`src/rtl/arb_requester_if.sv`:
```
// arb_requester_if
//   Bundles the command, local-data, arbiter and shared-bus signals of one
//   requester agent.
//   master : the requester agent (drives cmd_ready, din_ready, req, bus_*, timeout)
//   slave  : the surrounding logic (local command/data source, arbiter, bus sink)
//   Signals:
//     cmd_valid/cmd_len/cmd_ready  burst command handshake (burst = cmd_len+1 beats)
//     din_valid/din_data/din_ready local data beat handshake
//     req/grant                    this master's request/grant bits at the arbiter
//     bus_valid/bus_data/bus_last  registered beat on the shared bus
//     timeout                      one-cycle pulse when a grant wait expires
interface arb_requester_if #(
    parameter int DATA_W = 8,
    parameter int LEN_W  = 4
);
    logic              cmd_valid;
    logic [LEN_W-1:0]  cmd_len;
    logic              cmd_ready;
    logic              din_valid;
    logic [DATA_W-1:0] din_data;
    logic              din_ready;
    logic              req;
    logic              grant;
    logic              bus_valid;
    logic [DATA_W-1:0] bus_data;
    logic              bus_last;
    logic              timeout;

    modport master (
        input  cmd_valid, cmd_len, din_valid, din_data, grant,
        output cmd_ready, din_ready, req, bus_valid, bus_data, bus_last, timeout
    );

    modport slave (
        output cmd_valid, cmd_len, din_valid, din_data, grant,
        input  cmd_ready, din_ready, req, bus_valid, bus_data, bus_last, timeout
    );
endinterface

```
`src/rtl/arb_requester.sv`:
```
// arb_requester
//   Requester-side agent for a two-way round-robin arbiter. Accepts a burst
//   command, requests the bus, streams cmd_len+1 beats while granted, then
//   drops req for one cycle so the arbiter can rotate. A grant wait longer
//   than TIMEOUT cycles forces a one-cycle backoff with a timeout pulse.
//   Ports:
//     clk  single clock, rising edge
//     rst  asynchronous reset, active low
//     ifc  arb_requester_if.master (command, local data, req/grant, bus, timeout)
module arb_requester #(
    parameter int DATA_W  = 8,
    parameter int LEN_W   = 4,
    parameter int TIMEOUT = 15
) (
    input  logic             clk,
    input  logic             rst,
    arb_requester_if.master  ifc
);

    localparam int WAIT_W = (TIMEOUT < 1) ? 1 : $clog2(TIMEOUT + 1);
    localparam logic [WAIT_W-1:0] TO_VAL = WAIT_W'(TIMEOUT);

    localparam logic [2:0] S_IDLE    = 3'd0;
    localparam logic [2:0] S_REQ     = 3'd1;
    localparam logic [2:0] S_XFER    = 3'd2;
    localparam logic [2:0] S_RELEASE = 3'd3;
    localparam logic [2:0] S_BACKOFF = 3'd4;

    logic [2:0]        state;
    logic [LEN_W-1:0]  beat_cnt;
    logic [WAIT_W-1:0] wait_cnt;
    logic [WAIT_W-1:0] wait_nxt;
    logic              wait_expire;
    logic              cmd_ready_c;
    logic              din_ready_c;
    logic              cmd_hs;
    logic              beat_hs;
    logic              last_beat;

    logic              bus_valid_p1;
    logic              bus_last_p1;
    logic [DATA_W-1:0] bus_data_p1;
    logic              timeout_p1;

    // Saturating increment: the wait counter must never wrap back to zero.
    function automatic logic [WAIT_W-1:0] sat_inc(input logic [WAIT_W-1:0] v);
        if (&v)
            return v;
        else
            return v + WAIT_W'(1);
    endfunction

    assign cmd_ready_c = (state == S_IDLE);
    assign din_ready_c = (state == S_XFER) && ifc.grant;
    assign cmd_hs      = ifc.cmd_valid && cmd_ready_c;
    assign beat_hs     = ifc.din_valid && din_ready_c;
    assign last_beat   = (beat_cnt == '0);
    assign wait_nxt    = sat_inc(wait_cnt);
    assign wait_expire = (TIMEOUT != 0) && (wait_nxt == TO_VAL);

    // req comes only from the state register, so it is glitch-free to the arbiter.
    assign ifc.req       = (state == S_REQ) || (state == S_XFER);
    assign ifc.cmd_ready = cmd_ready_c;
    assign ifc.din_ready = din_ready_c;
    assign ifc.bus_valid = bus_valid_p1;
    assign ifc.bus_last  = bus_last_p1;
    assign ifc.bus_data  = bus_data_p1;
    assign ifc.timeout   = timeout_p1;

    // Stage p0 -> p1: control FSM and registered bus beat
    always_ff @(posedge clk or negedge rst) begin
        if (!rst) begin
            state        <= S_IDLE;
            beat_cnt     <= '0;
            wait_cnt     <= '0;
            bus_valid_p1 <= 1'b0;
            bus_last_p1  <= 1'b0;
            bus_data_p1  <= '0;
            timeout_p1   <= 1'b0;
        end else begin
            bus_valid_p1 <= beat_hs;
            bus_last_p1  <= beat_hs && last_beat;
            timeout_p1   <= 1'b0;
            if (beat_hs)
                bus_data_p1 <= ifc.din_data;

            case (state)
                S_IDLE: begin
                    if (cmd_hs) begin
                        beat_cnt <= ifc.cmd_len;
                        wait_cnt <= '0;
                        state    <= S_REQ;
                    end
                end
                S_REQ: begin
                    // A grant in the same cycle the wait expires takes priority.
                    if (ifc.grant) begin
                        state <= S_XFER;
                    end else begin
                        wait_cnt <= wait_nxt;
                        if (wait_expire) begin
                            state      <= S_BACKOFF;
                            timeout_p1 <= 1'b1;
                        end
                    end
                end
                S_BACKOFF: begin
                    wait_cnt <= '0;
                    state    <= S_REQ;
                end
                S_XFER: begin
                    // Losing grant simply blocks din_ready; the burst resumes in place.
                    if (beat_hs) begin
                        if (last_beat)
                            state <= S_RELEASE;
                        else
                            beat_cnt <= beat_cnt - LEN_W'(1);
                    end
                end
                S_RELEASE: begin
                    state <= S_IDLE;
                end
                default: begin
                    state <= S_IDLE;
                end
            endcase
        end
    end

endmodule

```
`src/flat_wrapper.sv`:
```
// flat-port wrapper written by rule: the top's interface ports become plain ports
module arb_requester_flat 
#(
    parameter int DATA_W  = 8,
    parameter int LEN_W   = 4,
    parameter int TIMEOUT = 15
)
  (clk, rst, ifc_cmd_valid, ifc_cmd_len, ifc_din_valid, ifc_din_data, ifc_grant, ifc_cmd_ready, ifc_din_ready, ifc_req, ifc_bus_valid, ifc_bus_data, ifc_bus_last, ifc_timeout);
  arb_requester_if #(.DATA_W(DATA_W), .LEN_W(LEN_W)) ifc_i ();
  input  logic clk;
  input  logic rst;
  input wire logic [$bits(ifc_i.cmd_valid)-1:0] ifc_cmd_valid;
  input wire logic [$bits(ifc_i.cmd_len)-1:0] ifc_cmd_len;
  input wire logic [$bits(ifc_i.din_valid)-1:0] ifc_din_valid;
  input wire logic [$bits(ifc_i.din_data)-1:0] ifc_din_data;
  input wire logic [$bits(ifc_i.grant)-1:0] ifc_grant;
  output wire logic [$bits(ifc_i.cmd_ready)-1:0] ifc_cmd_ready;
  output wire logic [$bits(ifc_i.din_ready)-1:0] ifc_din_ready;
  output wire logic [$bits(ifc_i.req)-1:0] ifc_req;
  output wire logic [$bits(ifc_i.bus_valid)-1:0] ifc_bus_valid;
  output wire logic [$bits(ifc_i.bus_data)-1:0] ifc_bus_data;
  output wire logic [$bits(ifc_i.bus_last)-1:0] ifc_bus_last;
  output wire logic [$bits(ifc_i.timeout)-1:0] ifc_timeout;
  assign ifc_i.cmd_valid = ifc_cmd_valid;
  assign ifc_i.cmd_len = ifc_cmd_len;
  assign ifc_i.din_valid = ifc_din_valid;
  assign ifc_i.din_data = ifc_din_data;
  assign ifc_i.grant = ifc_grant;
  assign ifc_cmd_ready = ifc_i.cmd_ready;
  assign ifc_din_ready = ifc_i.din_ready;
  assign ifc_req = ifc_i.req;
  assign ifc_bus_valid = ifc_i.bus_valid;
  assign ifc_bus_data = ifc_i.bus_data;
  assign ifc_bus_last = ifc_i.bus_last;
  assign ifc_timeout = ifc_i.timeout;
  arb_requester #(.DATA_W(DATA_W), .LEN_W(LEN_W), .TIMEOUT(TIMEOUT)) u_core (.clk(clk), .rst(rst), .ifc(ifc_i));
endmodule
```
`config.mk`:
```
export PLATFORM = sky130hd
export DESIGN_NAME = arb_requester_flat
export DESIGN_NICKNAME = d
export VERILOG_FILES = /design/src/rtl/arb_requester_if.sv /design/src/rtl/arb_requester.sv /design/src/flat_wrapper.sv
export SDC_FILE = /design/constraint.sdc
export NUM_CORES = 1
export LEC_CHECK = 0
export CORE_MARGIN = 1.5
export CORE_UTILIZATION = 30
export CTS_CLUSTER_DIAMETER = 200
export DETAILED_ROUTE_END_ITERATION = 10
export SLEW_MARGIN = 20
export SYNTH_ARGS = -nofsm -noshare
export SYNTH_HDL_FRONTEND = slang
export SYNTH_SLANG_ARGS = --single-unit
```
`constraint.sdc`:
```
create_clock -name clk -period 2 [get_ports clk]
set_input_delay 0.4 -clock clk [delete_from_list [all_inputs] [get_ports clk]]
set_output_delay 0.4 -clock clk [all_outputs]
set_load 0.01 [all_outputs]
```
==> summary.md <==
| Metric | Value |
|---|---|
| Fin crit period | 1.853 ns |
| Setup Viol. Count Final | 0 |
| Total global routing overflow | 0 |
| PortBufs | 30 |
| RePlAce Congestion | 0.8402 |
| Met3 routed WL | 130 um |
| Die area | 4025 sq um |
| Kind of critical path | reg -> out |
| Outcome | finished clean |
| Synth Instances | 103 |
| Most common cell after layout, fill and taps aside | clkdlybuf4s50_1 |
| Drt pass-1 iters | 4 |
| Synth Warn # | 0 |
| Critical path required time | 1.60 ns |
| Hold-fix buffers, CTS | 0 |
| Row count | 21 |
| Worst vdd ir | 0.0006721 V |
| Clk slew on worst S/H paths | 0.12 ns |
| LEAKAGE | 0.6623 nW |
| Critical Path Source | u_core.state[0]$_DFFE_PN0P_ |
| Pwr per Cell Area | 1302 nW/um^2 |
| Routed len/inst | 11.96 um |
| Reg-to-reg setup timing slack | 0.31 ns |
| Post-synthesis sequential area ratio | 50.23% |
| Wl on met1 | 1039 um |
| Fmax | 539.6 MHz |
| Die Width | 63.45 um |
| Number of CTS-inserted buffers | 3 |
| Vias in the first global route | 875 |
| Via Count | 877 |
| Clock skew | 0.002727 ns |
| Reg2reg end | u_core.state[0]$_DFFE_PN0P_ |
| Crit path DAT | 1.45 ns |
| Netlist cell types | 33 |
| Die H | 63.45 um |
| Area after DPL | 1484 sq um |
| Clk buf depth | 2 |
| Worst rel slew slack | 72.51% |
| Final instance area | 1556 sq um |
| H-Tree Depth | 1 |
| CTS Sinks | 22 |
| Final nets | 163 |
| Initial antenna violation count | 0 |
| CP max FO | 5 |
| WL final | 2261 um |
| Max Slew Vio Count | 0 |
| Core Util, Final | 45.57% |
| Mapped Avg Cell Area | 10.64 sq um |
| Mapped Area | 1096 sq um |
| Final period util | 92.67% |
| # DRC | 0 |
| Ant diodes | 0 |
| Final HPWL DP | 1679 um |
| Pin count of the biggest net entering global routing | 23 |
| Max-cap viol count | 0 |
| Post-route ant nets | 0 |
| Setup TNS | 0 ns |
| Commonest non-fill, non-tap cells in the layout | clkdlybuf4s50_1 (27), dfrtp_1 (21), buf_4 (9), nor2_1 (8), mux2_2 (8) |
| Worst Setup End Kind | primary output |
| Tot GR Track Use | 12.32% |
| Worst r2r src | u_core.wait_cnt[0]$_DFFE_PN0P_ |
| RSZ-0062 raised after global routing | no |
| CTS tree | yes |
| First-pass GRT wire length | 3974 um |
| I/O pin count | 31 |
| CP startpoint kind | flop |
| Worst Hold Class | in -> async |
| Power Total | 0.002027 W |
| Final Hold Viols | 0 |
| Initial Util | 32.09% |
| Syn nets | 122 |
| Fraction of layout cells with a size suffix above 1 | 18.18% |
| Top Layer Used | met3 |
| Vias per std cell | 4.640 |
| R2R depth | 5 |
| CTS root buffer | clkbuf_4 |
| First DRT Iteration DRCs | 40 |
| WL met2 | 1091 um |
| FF+latch count, synth | 22 |
| Core region area | 3416 sq um |
| Later-pin clock latency in the skew report | 0.31 ns |
| Area growth from synthesis to layout | 42.01% |
| Worst-margin pin slew | 0.4066 ns |
[sequential cells by signal, indices dropped and copies added (netlist names)]
signal and count:
u_core.beat_cnt 4, u_core.state 3, u_core.ifc.bus_data 8, u_core.ifc.bus_valid 1, u_core.ifc.bus_last 1, u_core.ifc.timeout 1, u_core.wait_cnt 4
[worst max path at each step]
| stage | to |
|---|---|
| 2_1_floorplan | u_core.ifc.bus_data[0]$_DFFE_PN0P_ |
| 3_3_place_gp | ifc_din_ready |
| 3_5_place_dp | ifc_din_ready |
| 4_1_cts | ifc_cmd_ready |
| 5_1_grt | ifc_req |
| 6_report | ifc_cmd_ready |
[metal layers]
layer / global-route usage, % / vias up
met5: 0 / -
met1: 16.40 / 402
met4: 2.989 / 0
met2: 19.47 / 26
met3: 3.929 / 0
li1: - / 449
[layout make-up]
| type | count | area (sq um) |
|---|---|---|
| Clock buffer | 3 | 22.52 |
| Clock inverter | 1 | 30.03 |
| Fill cell | 333 | 1859 |
| Inverter | 5 | 18.77 |
| Multi-Input combinational cell | 73 | 511.7 |
| Sequential cell | 22 | 551.8 |
| Tap cell | 46 | 57.56 |
| Timing Repair Buffer | 39 | 364.1 |
[where the power goes]
group	leakage (nW)	internal [W]	switching [W]	total [W]
clock	0.0279	0.000203	0.000133	0.000336
combinational	0.360	0.000531	0.000428	0.000959
sequential	0.274	0.000612	0.000121	0.000733
total	0.662	0.00135	0.000682	0.00203
[per-stage QoR]
step	hold WS [ns]	std cells	worst slack [ns]
CTS	0.4201	189	0.1283
global placement	0.4884	182	0.01174
detailed placement	0.4970	182	0.009735
floorplan	0.1044	103	0.4721
global route	0.4346	189	0.02757
finish	0.4176	189	0.1466
[Yosys cell counts]
master	n	area [sq um]
a21oi_1	6	30.03
a31oi_1	2	12.51
a32o_1	1	10.01
a41oi_1	1	8.760
and2_1	1	6.260
and3_1	2	12.51
and4_1	1	8.760
buf_4	1	7.510
clkbuf_1	2	7.510
dfrtp_1	22	550.5
ha_1	2	25.02
inv_1	5	18.77
mux2_2	8	90.09
mux2i_1	4	40.04
nand2_1	6	22.52
nand2b_1	3	18.77
nand3_1	4	20.02
nand3_2	1	10.01
nand3b_1	1	7.510
nand4_1	2	12.51
nor2_1	8	30.03
nor2b_1	1	6.260
nor3_1	5	25.02
nor3b_1	1	7.510
nor4b_1	1	8.760
o21a_1	1	7.510
o21ai_0	5	25.02
o22ai_1	1	6.260
o31ai_1	1	7.510
o32ai_4	1	27.53
or2_2	1	6.260
or2b_1	1	7.510
or3b_4	1	11.26
[kinds of logic (layout without fill, tap and decap cells)]
| family | count (synthesis) | after routing | synth area share, % |
|---|---|---|---|
| fa+ha+maj | 2 | 2 | 2.283 |
| compound gates | 19 | 19 | 12.33 |
| mux | 12 | 12 | 11.87 |
| flops | 22 | 22 | 50.23 |
| buf+inv | 8 | 48 | 3.083 |
| simple gates | 40 | 40 | 20.21 |
[what timing repair did]
action	CTS	global route
setup endpoints to repair	3	0
gates resized for setup	4	0
setup buffers	3	0
[critical path, stage by stage, from the launching register on]
cell,delay [ns]
dfrtp_2,0.45
or2_2,0.34
nor2_1,0.09
dlygate4sd2_1,0.26
Power figures use the tool's default switching activity.
